File: config.mk
export PLATFORM = sky130hd
export DESIGN_NAME = fft_delay_stage
export DESIGN_NICKNAME = d
export VERILOG_FILES = /design/src/rtl/fft_pkg.sv /design/src/rtl/fft_delay_line.sv /design/src/rtl/fft_delay_stage.sv
export SDC_FILE = /design/constraint.sdc
export NUM_CORES = 1
export LEC_CHECK = 0
export ABC_AREA = 0
export BUFFER_PORTS_ARGS = -buffer_cell sky130_fd_sc_hd__buf_2
export CELL_PAD_IN_SITES_DETAIL_PLACEMENT = 1
export CELL_PAD_IN_SITES_GLOBAL_PLACEMENT = 2
export CORE_UTILIZATION = 41
export DETAILED_ROUTE_END_ITERATION = 10
export PLACE_DENSITY = 0.91
export SLEW_MARGIN = 15
export SYNTH_ARGS = -nofsm -noshare
export SYNTH_HDL_FRONTEND = slang
export SYNTH_SLANG_ARGS = --single-unit
File: constraint.sdc
create_clock -name clk -period 8.7 [get_ports clk]
set_clock_uncertainty 0.2 [all_clocks]
set_input_delay 1.305 -clock clk [delete_from_list [all_inputs] [get_ports clk]]
set_output_delay 1.305 -clock clk [all_outputs]
set_load 0.1 [all_outputs]
File: src/rtl/fft_pkg.sv
`default_nettype none
// -----------------------------------------------------------------------------
// fft_pkg -- shared defaults and constant helpers for the FFT pipeline. Rev 1.0
// -----------------------------------------------------------------------------
package fft_pkg;

  localparam int DEFAULT_SIZE  = 10;
  localparam int DEFAULT_DEPTH = 4;

  // Ceiling log2 of a positive value, usable in parameter and localparam context.
  function automatic int clog2(input int value);
    int result;
    result = 0;
    for (int i = 0; i < 31; i++) begin
      if ((1 << i) < value) begin
        result = i + 1;
      end
    end
    return result;
  endfunction

endpackage
`default_nettype wire

File: src/rtl/fft_delay_line.sv
`default_nettype none
// -----------------------------------------------------------------------------
// fft_delay_line -- DEPTH-entry shift register that advances only on shift. Rev 1.0
// -----------------------------------------------------------------------------
module fft_delay_line
  import fft_pkg::*;
#(
  parameter int WIDTH = 2 * DEFAULT_SIZE,
  parameter int DEPTH = DEFAULT_DEPTH
) (
  input  logic             clk,
  input  logic             rst_n,
  input  logic             shift,
  input  logic [WIDTH-1:0] din,
  output logic [WIDTH-1:0] dout
);

  logic [WIDTH-1:0] r_mem [DEPTH];

  always_ff @(posedge clk) begin
    if (!rst_n) begin
      for (int i = 0; i < DEPTH; i++) begin
        r_mem[i] <= '0;
      end
    end else if (shift) begin
      r_mem[0] <= din;
      for (int i = 1; i < DEPTH; i++) begin
        r_mem[i] <= r_mem[i-1];
      end
    end
  end

  assign dout = r_mem[DEPTH-1];

endmodule
`default_nettype wire

File: src/rtl/fft_delay_stage.sv
`default_nettype none
// -----------------------------------------------------------------------------
// fft_delay_stage -- SDF feedback delay, phase counter and valid/sof tagging. Rev 1.0
// Optional flush input enabled by defining FFT_DELAY_FLUSH_EN.
// -----------------------------------------------------------------------------
module fft_delay_stage
  import fft_pkg::*;
#(
  parameter int SIZE  = DEFAULT_SIZE,
  parameter int DEPTH = DEFAULT_DEPTH
) (
  input  logic                   clk,
  input  logic                   rst_n,
`ifdef FFT_DELAY_FLUSH_EN
  input  logic                   flush,
`endif
  input  logic signed [SIZE-1:0] in_re,
  input  logic signed [SIZE-1:0] in_im,
  input  logic                   in_valid,
  input  logic signed [SIZE-1:0] fb_re,
  input  logic signed [SIZE-1:0] fb_im,
  output logic signed [SIZE-1:0] dly_re,
  output logic signed [SIZE-1:0] dly_im,
  output logic                   sel,
  output logic                   out_valid,
  output logic                   out_sof
);

  localparam int CW = clog2(2 * DEPTH);
  localparam logic [CW-1:0] c_fill_last  = CW'(DEPTH - 1);
  localparam logic [CW-1:0] c_first_bfly = CW'(DEPTH);

  logic            w_clear_n;
  logic [CW-1:0]   r_cnt;
  logic            r_primed;
  logic [2*SIZE-1:0] w_din;
  logic [2*SIZE-1:0] w_dout;

`ifdef FFT_DELAY_FLUSH_EN
  assign w_clear_n = rst_n & ~flush;
`else
  assign w_clear_n = rst_n;
`endif

  // Power-of-two frame length lets the counter wrap naturally with no bubble.
  always_ff @(posedge clk) begin
    if (!w_clear_n) begin
      r_cnt    <= '0;
      r_primed <= 1'b0;
    end else if (in_valid) begin
      r_cnt <= r_cnt + CW'(1);
      if (r_cnt == c_fill_last) begin
        r_primed <= 1'b1;
      end
    end
  end

  assign sel   = r_cnt[CW-1];
  assign w_din = sel ? {fb_re, fb_im} : {in_re, in_im};

  fft_delay_line #(
    .WIDTH (2 * SIZE),
    .DEPTH (DEPTH)
  ) u_line (
    .clk   (clk),
    .rst_n (w_clear_n),
    .shift (in_valid),
    .din   (w_din),
    .dout  (w_dout)
  );

  assign dly_re    = w_dout[2*SIZE-1:SIZE];
  assign dly_im    = w_dout[SIZE-1:0];
  assign out_valid = in_valid & r_primed;
  assign out_sof   = out_valid & (r_cnt == c_first_bfly);

endmodule
`default_nettype wire

==> metrics.md <==
| Metric | Value |
|---|---|
| CTS tree | `done` |
| FF-to-FF path depth | `5` |
| CTS Root Cell | `clkbuf_8` |
| Reg2Reg Launch Point | `r_cnt[2]` |
| Pre-CTS WS | `4.409 ns` |
| RSZ-0062 raised after global routing | `false` |
| Relative slew slack | `0.3282` |
| Vias per Instance | `4.699` |
| Initial DRC Count | `64` |
| Clock Path Buffers | `2` |
| ANT cells | `0` |
| I/O Buffers | `65` |
| DRC violation count after routing | `0` |
| CP Capture Point | `out_sof` |
| Post-synth cell types | `20` |
| Yosys Warn Count | `0` |
| Ratio of cells with drive above 1 in the final layout | `0.3099` |
| GRT Overall Usage | `0.1239` |
| Power Dens Cells | `214.1 nW/um2` |
| Post-layout min period | `4.266 ns` |
| Max Fclk | `234.4 MHz` |
| Startpoint types | `primary input` |
| Skew-Pair Late Insertion Delay | `0.34 ns` |
| Most used cell, CP | `buf_2` |
| Row cnt | `33` |
| CP Cell Sequence | `buf_2 > and2_1 > and3_1 > buf_2` |
| Number of setup buffers added after CTS | `0` |
| Final Util | `0.4727` |
| Post-detail-place hpwl | `3301 um` |
| Die Y | `95.33 um` |
| H-Tree Depth | `3` |
| Area leader, netlist | `edfxtp_1` |
| Crit. Startpoint | `in_valid` |
| Vias in the first global route | `1780` |
| Worst setup EP type | `output port` |
| Most frequent cells in the layout | `80 x edfxtp_1, 65 x buf_2, 57 x and3_1` |
| WP depth | `4` |
| CP arrival | `2.76 ns` |
| Setup Viol. Count Final | `0` |
| Routed Wire Length | `5113 um` |
| Mapped Cells | `241` |
| Worst path max stage delay | `0.65 ns` |
| Synthesized area | `3571 um2` |
| Clock transition at path regs | `0.08 ns` |
| Share of the synthesized area in the top cell type | `0.6727` |
| Clock sink count | `84` |
| CTS Buf Count | `9` |
| Final hold vios | `0` |
| # resized after CTS | `0` |
| Status | `completed` |
| RR Endpoint | `r_cnt[2]` |
| Final GP Congestion | `0.6317` |
| Worst-path maximum fanout | `68` |
| Average size of a mapped cell | `14.82 um2` |
| Hold Buf Count CTS | `0` |
| Worst-path cell with the longest stage delay | `buf_2` |
| Worst VDD drop | `0.06822 mV` |
| Area grow syn2layout | `10.41%` |
| Slew Viols, Final | `0` |
| Sum Neg Setup Slack | `0 ns` |
| Number of synthesized register bits | `84` |
| Crit path max-delay family | `buffers and inverters` |
| WP buf/inv | `2` |
| IO Pins | `66` |
| CP Data Required Time | `7.19 ns` |
| Worst slew pin tran | `1.008 ns` |
| Top cells by area, synth | `edfxtp_1 67%, and3_1 10%, mux2i_1 5.9%` |
| Sequential area share after synthesis | `0.6952` |
| Most common cell after layout, fill and taps aside | `edfxtp_1` |
| HP Class | `flop to flop` |
| Final net count | `325` |
| Die area | `9087 um2` |
| Kind of critical path | `primary input to output port` |
| Core footprint | `8341 um2` |
| Tcrit/Tclk final | `0.4904` |
| Die width | `95.33 um` |
| Max Cap Viol | `0` |
| Register-to-register setup slack | `7.13 ns` |
| Vias | `1828` |
| Starting Density | `0.4281` |
| First-pass DRT Iterations | `4` |
| Grt total ovfl | `0` |
| DR WL/cell | `13.14 um` |
| Initial antenna violation count | `0` |
| First-pass GRT wire length | `8335 um` |
| Synthesized Nets | `287` |
| Setup slack after layout | `4.434 ns` |
| Largest net degree at the start of global routing | `81` |
| LEAKAGE | `1.825 nW` |
| Final ANT Viol Nets | `0` |
==> stage by stage <==
stage	power, mW	instances	hold WS, ns	area (um2)
floorplan	0.5736	241	0.2501	3571
global placement	0.5806	373	0.2713	3742
detailed placement	0.5853	373	0.3117	3742
CTS	0.8566	389	0.3321	3943
global route	0.8791	389	0.3697	3943
finish	0.8442	389	0.3276	3943
==> cell type report <==
class | instances | area, um2
multi-input combinational | 115 | 784.5
sequential | 84 | 2482
inverter | 3 | 11.26
timing repair buffer | 66 | 332.8
tap | 105 | 131.4
clock inverter | 7 | 76.32
clock buffer | 9 | 123.9
fill | 858 | 4398
==> cells in the mapped netlist <==
cell       n
a21oi_1    1
nor2_1    20
xor2_1     1
and3_2     4
nand2_1    1
edfxtp_1  80
or2b_1     1
and3_1    57
dfxtp_1    4
inv_1      3
nand2_4    1
buf_6      8
o211a_1    1
clkbuf_2   3
and2_1     2
buf_4     23
ha_1       3
clkbuf_1   5
mux2i_1   21
nor2b_1    2
==> logic make-up after synthesis <==
| kind of cell | share of synthesized area |
|---|---|
| AND/OR/NAND/NOR | 0.1426 |
| flip-flops | 0.6952 |
| buffers and inverters | 0.08620 |
| multiplexers | 0.05886 |
| adder cells (fa/ha/maj) | 0.01051 |
| AO/OA/AOI/OAI | 0.004203 |
| XOR/XNOR | 0.002453 |
==> worst register-to-register path, delay by kind of cell, from the launching register on <==
family / cells / cell delay (ns)
adders and majority gates: 1 / 0.29
DFF: 1 / 0.36
AOI/OAI and AO/OA: 1 / 0.15
and+or+nand+nor: 1 / 0.06
buffers and inverters: 2 / 0.41
==> power breakdown <==
part	internal (mW)	switching, mW	leakage, nW
combinational	0.0239	0.0735	0.811
clock	0.134	0.136	0.0958
sequential	0.470	0.00685	0.918
==> registers in the layout, summed over array words and instances (netlist names) <==
signal,cells
r_primed,1
r_cnt,3
u_line.r_mem,80
==> layer usage <==
layer	GRT usage	vias to the layer above	wire, um
met5	0	-	0
met1	0.1420	838	2216
li1	-	929	-
met2	0.2131	55	2568
met3	0.01914	6	230
met4	0.08333	0	97
==> worst min-delay path by stage <==
| stage | start | to | slack, ns | cells past startpoint |
|---|---|---|---|---|
| finish | r_primed | r_primed | 0.33 | 2 |
| CTS | r_primed | r_primed | 0.33 | 2 |
| global route | r_primed | r_primed | 0.37 | 2 |
| detailed placement | r_primed | r_primed | 0.31 | 2 |
| floorplan | r_primed | r_primed | 0.25 | 2 |
| global placement | r_primed | r_primed | 0.27 | 2 |
Note: power is estimated with default switching activity, not from simulation.
